<file path="config.mk">
export PLATFORM = sky130hd
export DESIGN_NAME = nco_period_meter_flat
export DESIGN_NICKNAME = d
export VERILOG_FILES = /design/src/rtl/nco_period_meter_if.sv /design/src/rtl/nco_period_meter.sv /design/src/flat_wrapper.sv
export SDC_FILE = /design/constraint.sdc
export NUM_CORES = 1
export LEC_CHECK = 0
export BUFFER_PORTS_ARGS = -buffer_cell sky130_fd_sc_hd__clkbuf_2
export CAP_MARGIN = 20
export CORE_MARGIN = 3
export CORE_UTILIZATION = 35
export CTS_BUF_LIST = sky130_fd_sc_hd__clkbuf_8
export DETAILED_ROUTE_END_ITERATION = 10
export GPL_ROUTABILITY_DRIVEN = 0
export PLACE_DENSITY = 0.55
export SYNTH_ARGS = -nofsm -noshare
export SYNTH_HDL_FRONTEND = slang
export SYNTH_SLANG_ARGS = --single-unit
</file>
<file path="constraint.sdc">
create_clock -name clk -period 4.1 [get_ports clk]
set_clock_uncertainty 0.15 [all_clocks]
set_input_delay 0.41 -clock clk [delete_from_list [all_inputs] [get_ports clk]]
set_output_delay 0.41 -clock clk [all_outputs]
set_load 0.02 [all_outputs]
</file>
<file path="src/rtl/nco_period_meter_if.sv">
// Result handshake between the period meter and its consumer.
// The meter drives the result fields; the consumer drives meas_ready.
interface nco_period_meter_if #(
  parameter int CNT_W = 16
);
  logic             meas_valid;
  logic             meas_ready;
  logic [CNT_W-1:0] period;
  logic [CNT_W-1:0] high_time;
  logic             timeout;
  logic             overrun;

  modport master (
    output meas_valid, period, high_time, timeout, overrun,
    input  meas_ready
  );

  modport slave (
    input  meas_valid, period, high_time, timeout, overrun,
    output meas_ready
  );
endinterface

</file>
<file path="src/rtl/nco_period_meter.sv">
// Measures period and high time of the NCO output in clk cycles and
// reports each result over a valid/ready handshake, with timeout and overrun flags.
module nco_period_meter #(
  parameter int CNT_W   = 16,
  parameter int TIMEOUT = 65535
) (
  input  logic clk,
  input  logic rst,
  input  logic en,
  input  logic sig_in,
  nco_period_meter_if.master m
);

  typedef enum logic [1:0] {IDLE, ARM, MEAS} state_t;

  typedef struct packed {
    logic [CNT_W-1:0] period;
    logic [CNT_W-1:0] high;
    logic             to;
  } res_t;

  localparam logic [CNT_W-1:0] TO    = CNT_W'(TIMEOUT);
  localparam logic [CNT_W-1:0] TO_M1 = CNT_W'(TIMEOUT - 1);

  state_t           state, state_nx;
  logic             sig_d, rise;
  logic [CNT_W-1:0] wait_cnt, wait_nx;
  logic [CNT_W-1:0] pcnt, pcnt_nx;
  logic [CNT_W-1:0] hcnt, hcnt_nx;
  logic             emit;
  res_t             emit_res, res_q;
  logic             vld_q, ovr_q;

  // sig_d runs in every state so enabling while high is not seen as an edge
  assign rise = sig_in & ~sig_d;

  always_ff @(posedge clk) begin
    if (rst) state <= IDLE;
    else     state <= state_nx;
  end

  always_comb begin
    state_nx = state;
    wait_nx  = wait_cnt;
    pcnt_nx  = pcnt;
    hcnt_nx  = hcnt;
    emit     = 1'b0;
    emit_res = '0;
    if (!en) begin
      state_nx = IDLE;
      wait_nx  = '0;
      pcnt_nx  = '0;
      hcnt_nx  = '0;
    end else begin
      case (state)
        IDLE: begin
          state_nx = ARM;
          wait_nx  = '0;
          pcnt_nx  = '0;
          hcnt_nx  = '0;
        end
        ARM: begin
          if (rise) begin
            state_nx = MEAS;
            wait_nx  = '0;
            pcnt_nx  = CNT_W'(1);
            hcnt_nx  = CNT_W'(1);
          end else if (wait_cnt == TO_M1) begin
            emit     = 1'b1;
            emit_res = '{period: TO, high: '0, to: 1'b1};
            wait_nx  = '0;
          end else begin
            wait_nx  = wait_cnt + CNT_W'(1);
          end
        end
        MEAS: begin
          if (rise) begin
            emit     = 1'b1;
            emit_res = '{period: pcnt, high: hcnt, to: 1'b0};
            pcnt_nx  = CNT_W'(1);
            hcnt_nx  = CNT_W'(1);
          end else if (pcnt == TO) begin
            emit     = 1'b1;
            emit_res = '{period: TO, high: hcnt, to: 1'b1};
            state_nx = ARM;
            wait_nx  = '0;
            pcnt_nx  = '0;
            hcnt_nx  = '0;
          end else begin
            pcnt_nx  = pcnt + CNT_W'(1);
            hcnt_nx  = hcnt + CNT_W'(sig_in);
          end
        end
        default: state_nx = IDLE;
      endcase
    end
  end

  always_ff @(posedge clk) begin
    if (rst) begin
      sig_d    <= 1'b0;
      wait_cnt <= '0;
      pcnt     <= '0;
      hcnt     <= '0;
      res_q    <= '0;
      vld_q    <= 1'b0;
      ovr_q    <= 1'b0;
    end else begin
      sig_d    <= sig_in;
      wait_cnt <= wait_nx;
      pcnt     <= pcnt_nx;
      hcnt     <= hcnt_nx;
      // a new result may replace the held one only if that one leaves this cycle
      if (emit && (!vld_q || m.meas_ready)) begin
        res_q <= emit_res;
        vld_q <= 1'b1;
      end else if (vld_q && m.meas_ready) begin
        vld_q <= 1'b0;
      end
      if (!en)                                  ovr_q <= 1'b0;
      else if (emit && vld_q && !m.meas_ready)  ovr_q <= 1'b1;
    end
  end

  assign m.meas_valid = vld_q;
  assign m.period     = res_q.period;
  assign m.high_time  = res_q.high;
  assign m.timeout    = res_q.to;
  assign m.overrun    = ovr_q;

endmodule

</file>
<file path="src/flat_wrapper.sv">
// flat-port wrapper written by rule: the top's interface ports become plain ports
module nco_period_meter_flat 
#(
  parameter int CNT_W   = 16,
  parameter int TIMEOUT = 65535
)
  (clk, rst, en, sig_in, m_meas_valid, m_period, m_high_time, m_timeout, m_overrun, m_meas_ready);
  nco_period_meter_if #(.CNT_W(CNT_W)) m_i ();
  input  logic clk;
  input  logic rst;
  input  logic en;
  input  logic sig_in;
  output wire logic [$bits(m_i.meas_valid)-1:0] m_meas_valid;
  output wire logic [$bits(m_i.period)-1:0] m_period;
  output wire logic [$bits(m_i.high_time)-1:0] m_high_time;
  output wire logic [$bits(m_i.timeout)-1:0] m_timeout;
  output wire logic [$bits(m_i.overrun)-1:0] m_overrun;
  input wire logic [$bits(m_i.meas_ready)-1:0] m_meas_ready;
  assign m_meas_valid = m_i.meas_valid;
  assign m_period = m_i.period;
  assign m_high_time = m_i.high_time;
  assign m_timeout = m_i.timeout;
  assign m_overrun = m_i.overrun;
  assign m_i.meas_ready = m_meas_ready;
  nco_period_meter #(.CNT_W(CNT_W), .TIMEOUT(TIMEOUT)) u_core (.clk(clk), .rst(rst), .en(en), .sig_in(sig_in), .m(m_i));
endmodule
</file>
==> results.md <==
- Final Non-Filler Cells: 607
- Die width: 112 µm
- CTS clk-pin slew, worst paths: 0.08 ns
- Status: finished clean
- Clock sink count: 86
- Post-synthesis async set-or-reset flop share: 0%
- Min Clock Period, post-route: 3.01 ns
- WP data arrival: 3.11 ns
- Clock Tree Buf Depth: 2
- Post-Syn Area: 3960 µm²
- 1st-pass router iterations: 4
- FF-to-FF path depth: 7
- Number of top-level pins: 40
- Initial core utilization: 36.2%
- Largest net degree at the start of global routing: 27
- TritonCTS Buffers: 9
- Worst vdd ir: 0.124 mV
- Per-cell routed wire length: 15.0 µm
- Routed WL: 9080 µm
- Crit path launch: u_core.pcnt[0]
- H-tree Lvls: 3
- Hold Crit Class: primary input to register
- Synth area leaders: dfxtp_1 43%, a22o_1 5.7%, xor2_1 4.6%
- Ant. Diodes: 0
- Hold_buf cts: 0
- Setup crit end: u_core.hcnt[14]
- Row Count: 38
- Pwr per Cell Area: 326 nW/µm²
- Iter 0 DRT Violations: 202
- Leak: 1.65 nW
- Ys Warns: 0
- Worst Path Required: 4.20 ns
- Layout cells sized above 1: 15.0%
- Slew Limit Headroom: 45.6%
- Vias: 3276
- Core Region: 10900 µm²
- Count of input and output buffers: 39
- Worst-skew pair later-pin latency: 0.36 ns
- CP Launch Type: register
- Synth Instances: 428
- DPL Wire Length: 6400 µm
- Sequential fraction of the synthesis area: 43.4%
- TritonCTS clock tree: built
- Most common cell after layout, fill and taps aside: dfxtp_1
- Antenna violations before repair: 0
- Number of max-cap violations: 0
- Final Hold Fails: 0
- Clk root buf: clkbuf_8
- Most frequent cells in the layout: 86 x dfxtp_1, 43 x nor2_1, 39 x clkbuf_2
- Die Height: 112 µm
- Fin. max-slew vios: 0
- Mapped Avg Cell Area: 9.26 µm²
- Number of enable flip-flop cells after synthesis: 0
- Nature of the critical path endpoint: register
- Reg2reg end: u_core.hcnt[14]
- Kind of critical path: register to register
- FF-to-FF setup slack: 1.09 ns
- Grt ovf: 0
- Cell variety after synth: 53
- First-pass GRT wire length: 15700 µm
- Vias in the first global route: 3130
- # setup viols final: 0
- Yosys top cell by area: dfxtp_1
- Final #Nets: 477
- RSZ-0062 raised after global routing: false
- DRC Markers: 0
- #FFs+latches synth: 86
- Top FF cell, synth: dfxtp_1
- Top cell type's share of synthesized area: 43.4%
- Layout area overhead: 12.5%
- Routed Antenna Nets: 0
- Worst Tran Pin Value: 0.813 ns
- Setup TNS: 0 ns
- DP Cell Count: 592
- Drt via density: 5.40
- Tcrit/Tclk final: 73.5%
- Critical R2R Launch: u_core.pcnt[0]
- Max Fclk: 332 MHz
- Post-Syn Nets: 442
- Total track usage: 15.2%
- Die area: 12600 µm²
- Crit-path max FO: 17
- Post-CTS Setup Repair Bufs: 0
- CTS resizes: 0
-- power breakdown --
| group | internal [mW] | total [mW] | switching [mW] |
|---|---|---|---|
| registers | 0.836 | 0.838 | 0.00195 |
| clock network | 0.279 | 0.566 | 0.286 |
| logic | 0.0129 | 0.0500 | 0.0371 |
| total | 1.13 | 1.45 | 0.325 |
-- area by class of cell --
type / count / area (µm²)
Clock buffer: 13 / 179
Multi-Input combinational cell: 313 / 2110
Fill cell: 1125 / 6470
Sequential cell: 86 / 1720
Timing Repair Buffer: 43 / 225
Tap cell: 140 / 175
Inverter: 10 / 37.5
Clock inverter: 2 / 7.51
-- sequential cells by signal (all words and copies together), names as in the netlist --
signal	cells
u_core.state	2
u_core.m.meas_valid	1
u_core.m.period	16
u_core.hcnt	16
u_core.sig_d	1
u_core.m.high_time	16
u_core.m.overrun	1
u_core.m.timeout	1
u_core.pcnt	16
u_core.wait_cnt	16
-- cells in the mapped netlist, types with 2 or more instances --
cell type	instances
dfxtp_1	86
nor2_1	43
nand2_1	27
a22o_1	26
nand3_1	25
a21oi_1	24
xor2_1	21
nand4_1	14
o21ai_0	13
a21o_1	12
nor3_1	12
xnor2_1	11
and3_1	10
inv_1	10
buf_2	9
ha_1	9
clkbuf_1	8
and4_1	6
nor2b_1	6
or4_1	5
a2111oi_0	4
nand2b_1	4
o31ai_1	4
or3_1	4
a211oi_1	3
and3b_1	2
nand3b_1	2
nand4b_1	2
o41ai_2	2
-- critical path, stage by stage, from the launching register on --
cell and delay (ns):
dfxtp_1 0.41, ha_1 0.19, nand3_1 0.26, nor4_2 0.68
nor2_1 0.29, o21ai_2 0.51, buf_4 0.33, nor2_1 0.07
-- metal layers --
| layer | track usage [%] | wire [µm] | vias up |
|---|---|---|---|
| met3 | 3.13 | 401 | 17 |
| met2 | 21.4 | 3740 | 67 |
| met1 | 22.4 | 4760 | 1550 |
| li1 | - | - | 1642 |
| met5 | 0 | 0 | - |
| met4 | 6.25 | 182 | 0 |
-- through the flow --
| step | cell area (µm²) | hold WS [ns] | util, % | power, mW | setup WS (ns) |
|---|---|---|---|---|---|
| floorplan | 3960 | 0.298 | - | 0.893 | 1.77 |
| global placement | 4270 | 0.310 | 39.1 | 0.906 | 1.09 |
| detailed placement | 4270 | 0.296 | 39.1 | 0.907 | 1.04 |
| CTS | 4460 | 0.205 | 40.8 | 1.48 | 1.04 |
| global route | 4460 | 0.238 | 40.8 | 1.51 | 0.783 |
| finish | 4460 | 0.227 | 40.8 | 1.45 | 1.09 |
-- worst min path at each step --
stage                            start  cells past startpoint  slack [ns]                  to
CTS                             sig_in                      2        0.21        u_core.sig_d
global route                        en                      3        0.24    u_core.m.overrun
finish                              en                      3        0.23    u_core.m.overrun
global placement    u_core.m.period[8]                      1        0.31  u_core.m.period[8]
floorplan               u_core.hcnt[0]                      2        0.30      u_core.hcnt[0]
detailed placement    u_core.m.overrun                      2        0.30    u_core.m.overrun
-- kinds of logic (layout without fill, tap and decap cells) --
logic type / after synthesis / in the layout / share of synthesized area (%)
AO/OA/AOI/OAI: 101 / 101 / 20.2
XOR/XNOR: 32 / 32 / 7.07
adder cells (fa/ha/maj): 9 / 9 / 2.84
buffers and inverters: 29 / 68 / 3.22
flip-flops: 86 / 86 / 43.4
AND/OR/NAND/NOR: 171 / 171 / 23.3
No activity file was read; power rests on OpenSTA's default activity.
